## src/rtl/spi_reg_sched.sv

```systemverilog
// Purpose: queues decoded SPI frames and replays them in order onto the register bank port.
// Latency: FIFO head to reg_wr_en/reg_rd_en is 3 cycles; writes into the slot window wait for frame_sync.
// Backpressure: none toward the SPI side; a frame arriving on a full FIFO is dropped and fifo_ovf is set.
module spi_reg_sched #(
  parameter int          FIFO_DEPTH = 4,
  parameter logic [15:0] DEFER_LO   = 16'h0040,
  parameter logic [15:0] DEFER_HI   = 16'h006F,
  parameter int          RD_TIMEOUT = 16
) (
  input  logic        clk,
  input  logic        rst_n,
  input  logic        rxd_flag,
  input  logic [63:0] rxd_data,
  input  logic        frame_sync,
  input  logic        clear_err,
  output logic        reg_wr_en,
  output logic        reg_rd_en,
  output logic [15:0] reg_addr,
  output logic [31:0] reg_wdata,
  input  logic [31:0] reg_rdata,
  input  logic        reg_rd_valid,
  output logic        txd_load,
  output logic [63:0] txd_data,
  output logic        busy,
  output logic        fifo_ovf,
  output logic        cmd_err
);

  localparam int AW = $clog2(FIFO_DEPTH);
  localparam int CW = $clog2(RD_TIMEOUT + 1);
  localparam logic [7:0] CMD_WR = 8'hA5;
  localparam logic [7:0] CMD_RD = 8'h5A;

  typedef enum logic [2:0] {IDLE, DECODE, WR, WAIT_SYNC, RD, RD_WAIT, RESP} state_t;

  state_t state, state_nxt;

  // FIFO entries keep only cmd/addr/data; the reserved byte is never used downstream.
  logic [55:0]   fifo_mem [FIFO_DEPTH];
  logic [AW-1:0] wr_ptr, rd_ptr;
  logic [AW:0]   count;
  logic          full, empty, push, pop, drop;
  logic          rsvd_unused;

  logic [55:0]   cmd_q;
  logic [7:0]    cmd_op;
  logic [15:0]   cmd_addr;
  logic [31:0]   cmd_data;
  logic          deferred;
  logic [CW-1:0] tcnt;
  logic          invalid_cmd, timeout;

  assign rsvd_unused = ^rxd_data[39:32];

  assign full  = (count == (AW+1)'(FIFO_DEPTH));
  assign empty = (count == '0);
  assign push  = rxd_flag && (!full || pop);
  assign drop  = rxd_flag && full && !pop;

  assign cmd_op   = cmd_q[55:48];
  assign cmd_addr = cmd_q[47:32];
  assign cmd_data = cmd_q[31:0];
  assign deferred = (cmd_addr >= DEFER_LO) && (cmd_addr <= DEFER_HI);

  assign reg_wr_en = (state == WR);
  assign reg_rd_en = (state == RD);
  assign txd_load  = (state == RESP);
  assign busy      = !empty || (state != IDLE);

  // Frame storage; contents need no reset because the pointers define validity.
  always_ff @(posedge clk) begin
    if (push) fifo_mem[wr_ptr] <= {rxd_data[63:40], rxd_data[31:0]};
  end

  // FIFO pointers and occupancy; simultaneous push and pop leave the count unchanged.
  always_ff @(posedge clk or negedge rst_n) begin
    if (!rst_n) begin
      wr_ptr <= '0;
      rd_ptr <= '0;
      count  <= '0;
    end else begin
      if (push) wr_ptr <= wr_ptr + AW'(1);
      if (pop)  rd_ptr <= rd_ptr + AW'(1);
      case ({push, pop})
        2'b10:   count <= count + (AW+1)'(1);
        2'b01:   count <= count - (AW+1)'(1);
        default: count <= count;
      endcase
    end
  end

  // State register and the command currently being executed.
  always_ff @(posedge clk or negedge rst_n) begin
    if (!rst_n) begin
      state <= IDLE;
      cmd_q <= '0;
    end else begin
      state <= state_nxt;
      if (pop) cmd_q <= fifo_mem[rd_ptr];
    end
  end

  // Sequencing: one command at a time, strictly in FIFO order.
  always_comb begin
    state_nxt   = state;
    pop         = 1'b0;
    invalid_cmd = 1'b0;
    timeout     = 1'b0;
    case (state)
      IDLE: begin
        if (!empty) begin
          pop       = 1'b1;
          state_nxt = DECODE;
        end
      end
      DECODE: begin
        if (cmd_op == CMD_WR)      state_nxt = deferred ? WAIT_SYNC : WR;
        else if (cmd_op == CMD_RD) state_nxt = RD;
        else begin
          invalid_cmd = 1'b1;
          state_nxt   = IDLE;
        end
      end
      WR:        state_nxt = IDLE;
      WAIT_SYNC: if (frame_sync) state_nxt = WR;
      RD:        state_nxt = RD_WAIT;
      RD_WAIT: begin
        if (reg_rd_valid) state_nxt = RESP;
        else if (tcnt == CW'(RD_TIMEOUT - 1)) begin
          timeout   = 1'b1;
          state_nxt = RESP;
        end
      end
      RESP:    state_nxt = IDLE;
      default: state_nxt = IDLE;
    endcase
  end

  // Read timeout counter: cleared while the read strobe is out, counts RD_WAIT cycles.
  always_ff @(posedge clk or negedge rst_n) begin
    if (!rst_n)                 tcnt <= '0;
    else if (state == RD)       tcnt <= '0;
    else if (state == RD_WAIT)  tcnt <= tcnt + CW'(1);
  end

  // Bank and transmitter data registers; they hold their value between strobes.
  always_ff @(posedge clk or negedge rst_n) begin
    if (!rst_n) begin
      reg_addr  <= '0;
      reg_wdata <= '0;
      txd_data  <= '0;
    end else begin
      if (state_nxt == WR || state_nxt == RD) reg_addr <= cmd_addr;
      if (state_nxt == WR) reg_wdata <= cmd_data;
      if (state == RD_WAIT && state_nxt == RESP)
        txd_data <= {CMD_RD, cmd_addr, 8'h00, reg_rd_valid ? reg_rdata : 32'hDEADBEEF};
    end
  end

  // Sticky error flags: a set event in the same cycle as clear_err keeps the flag high.
  always_ff @(posedge clk or negedge rst_n) begin
    if (!rst_n) begin
      fifo_ovf <= 1'b0;
      cmd_err  <= 1'b0;
    end else begin
      if (drop)           fifo_ovf <= 1'b1;
      else if (clear_err) fifo_ovf <= 1'b0;
      if (invalid_cmd || timeout) cmd_err <= 1'b1;
      else if (clear_err)         cmd_err <= 1'b0;
    end
  end

endmodule

```

## config.mk

```make
export PLATFORM = sky130hd
export DESIGN_NAME = spi_reg_sched
export DESIGN_NICKNAME = d
export VERILOG_FILES = /design/src/rtl/spi_reg_sched.sv
export SDC_FILE = /design/constraint.sdc
export NUM_CORES = 1
export LEC_CHECK = 0
export ABC_AREA = 1
export CORE_ASPECT_RATIO = 1.75
export CORE_MARGIN = 2
export CORE_UTILIZATION = 35
export DETAILED_ROUTE_END_ITERATION = 10
export PLACE_DENSITY = 0.63
export SYNTH_ARGS = -nofsm -noshare
export SYNTH_HDL_FRONTEND = slang
export SYNTH_SLANG_ARGS = --single-unit
```

## constraint.sdc

```tcl
create_clock -name clk -period 11.6 [get_ports clk]
set_input_delay 2.32 -clock clk [delete_from_list [all_inputs] [get_ports clk]]
set_output_delay 2.32 -clock clk [all_outputs]
set_load 0.1 [all_outputs]
```

==> flow_metrics.tcl <==
set metrics [dict create \
    reg2regPathDepth 13 \
    slew_viol_final 0 \
    worst-path-buf-inv 2 \
    min_period_over_period_pct 41.14 \
    chipWidth_um 161.2 \
    cp_common_cell "nand2_1" \
    cp-endpoint "reg_addr[15]" \
    crit_path_start "reg_rd_valid" \
    path_clk_slew_ps 60 \
    worstPathMaxFanout 50 \
    end_kind "flip-flop" \
    fin_skew_ps 18.52 \
    synth_edf_count 224 \
    row_count 100 \
    vdd_drop_max_mv 0.2195 \
    run_status "finished, final reports clean" \
    layout-drive-gt1-share_pct 5.619 \
    wl_um 34340 \
    cp_data_required_time_ps 12050 \
    setup_viol 0 \
    ys_top_cells_by_area "edfxtp_1 (44%), dfrtp_1 (28%), o21ai_0 (7.2%)" \
    core_area_um2 42670 \
    hpwl_um 20630 \
    async_flop_share_pct 43.15 \
    ys_seq_area_share_pct 72.57 \
    grt_usage_pct 15.30 \
    antenna_found_initial 3 \
    worstSkewPairLatency_ps 520 \
    antenna_left 0 \
    fin_cells 2059 \
    fin_setup_tns_ps 0 \
    grt_max_degree 99 \
    io_pins 220 \
    cp-start-kind "input pin" \
    p_per_area_nw_per_um2 286.7 \
    multi_input_area_um2 3488 \
    max_freq_mhz 209.6 \
    grt-ovfl-total 0 \
    tritoncts "yes" \
    p_leak_nw 7.216 \
    numClockSinks 394 \
    path_depth 10 \
    slowest_stage "clkdlybuf4s50_1" \
    grt_pass1_vias 10050 \
    root_buffer "clkbuf_16" \
    yosys_warnings 0 \
    post_cts_buffers 0 \
    nets 1580 \
    yosysTopAreaCellShare_pct 44.46 \
    synth.distinct_cells 31 \
    cts_resized 0 \
    syn_inst 1295 \
    drcViolationCount 0 \
    post-route-min-period_ps 4772 \
    power.total_mw 5.354 \
    r2r_slack_ps 8590 \
    r2r_end "reg_addr[15]" \
    first_iter_violations 441 \
    vias_per_cell 4.773 \
    critical_path_arrival_ps 5230 \
    critPathKind "in -> reg" \
    holdBufCountCts 0 \
    relSlewSlack_pct 29.75 \
    cts_buffers 37 \
    nFillCells 3898 \
    seq_area_um2 10990 \
    worst_pin_slew_ps 1050 \
    htree_levels 2 \
    rsz0062_at_grt "false" \
    grt_pass1_wl_um 54010 \
    ys_ff_latch 394 \
    place_congestion 0.7192 \
    cpPeakStageDelay_ps 840 \
    hold_path_class "reg -> reg" \
    io_buffers 199 \
    area_growth_pct 23.41 \
    start_util_pct 35.46 \
    r2r_start "tcnt[0]" \
    dp.cells 1992 \
    yosysTopAreaCell "edfxtp_1" \
    die_h_um 279.1 \
    cp_top_family "simple AND/OR/NAND/NOR gates" \
    clockBufferDepth 3 \
    synth_area_um2 15130 \
    vias 9828 \
    max-cap-violations 0 \
    synth_ff_type "edfxtp_1" \
    wl_per_cell_um 16.68 \
    hold_viol_final 0 \
    dieArea_um2 44970 \
    worstPathCellList "clkdlybuf4s50_1 > o21ai_0 > nand2_1 > nand3_1 > nor2_2 > nand3_4 > buf_4 > nand2_2 > nand2_1 > nand2_1" \
    drt_pass1_iterations 5 \
    syn_avg_cell_area_um2 11.68 \
]
[synthesized netlist by cell type (2+ instances only)]
master / count
edfxtp_1: 224
o21ai_0: 219
nand2_1: 201
dfrtp_1: 170
nor2_1: 165
inv_1: 79
o22ai_1: 54
clkbuf_1: 48
o21ai_1: 32
nand3_1: 24
buf_4: 22
buf_2: 16
ha_1: 7
nor3_1: 6
a31oi_1: 4
a21oi_1: 3
nand4_1: 3
xor2_1: 3
inv_2: 2
nor2_2: 2
[per-stage QoR]
stage               hold WS (ps)  instance area (um2)  worst slack, ps  util [%]
floorplan                  441.9                15170             6283         -
global placement           452.9                17580             6246     41.19
detailed placement         452.4                17580             6216     41.19
CTS                        469.9                18670             6703     43.75
global route               491.4                18670             6508     43.77
finish                     466.1                18670             6828     43.77
[worst register-to-register path: cells and delay by family (launching register included)]
kind            cells  cell delay (ps)
fa+ha+maj           2              420
flops               1              390
buf+inv             1              500
simple gates        9             1550
compound gates      1               90
[area by class of cell]
type	count	share of cell area (%)
antenna	3	0.04020
clock buffer	51	5.454
clock inverter	13	0.3819
inverter	81	1.642
multi-input combinational	744	18.68
sequential	394	58.83
tap	561	3.759
timing repair buffer	212	11.21
[cells by family after synthesis]
logic type	after synthesis	share of synthesized area, %
AOI/OAI and AO/OA	314	10.91
xor gates and xnor gates	4	0.2316
adders and majority gates	8	0.7111
buffers and inverters	168	4.895
DFF	394	72.57
other	1	0.02478
and+or+nand+nor	406	10.66
[power by group]
group | leakage (nW) | internal, mW | switching, mW | total (mW)
combinational | 2.41 | 0.525 | 1.67 | 2.20
sequential | 4.27 | 1.89 | 0.159 | 2.05
clock | 0.537 | 0.615 | 0.490 | 1.10
total | 7.22 | 3.04 | 2.32 | 5.35
[routing by layer]
metal,wire length [um],track usage (%),vias up
met2,18760,29.31,240
met5,0,0,-
met3,1444,2.258,54
li1,-,-,4747
met4,988,6.113,0
met1,13140,16.72,4787
[worst min path at each step]
stage,start,end,cells after the start
after floorplan,cmd_q[32],reg_addr[0],2
after detailed placement,cmd_q[40],reg_addr[8],2
final,cmd_q[40],reg_addr[8],2
after CTS,cmd_q[40],reg_addr[8],2
after global routing,cmd_q[40],reg_addr[8],2
after global placement,cmd_q[40],reg_addr[8],2
[registers in the layout, indices dropped and copies added, names as in the netlist, 3 cells and up]
signal     flops
state          3
reg_wdata     32
count          3
reg_addr      16
txd_data      49
tcnt           5
cmd_q         56
fifo_mem     224
[placed cells by master, fill, tap and decap left out, types with 2 or more instances in the layout]
master             n
conb_1            12
diode_2            3
clkdlybuf4s50_1  198
nor2_1           161
o21ai_1           32
o22ai_1           54
nor3_1             6
clkbuf_16         37
buf_4             13
xor2_1             3
ha_1               7
inv_1             76
nor2_4             5
nor2_2             2
clkbuf_1          10
clkinv_2           9
nand3_1           24
a21oi_1            3
clkinv_1           3
inv_2              3
nand2_1          201
a31oi_1            4
clkbuf_8           5
dfrtp_1          168
nand4_1            3
edfxtp_1         224
o21ai_0          219
Power figures use the tool's default switching activity.
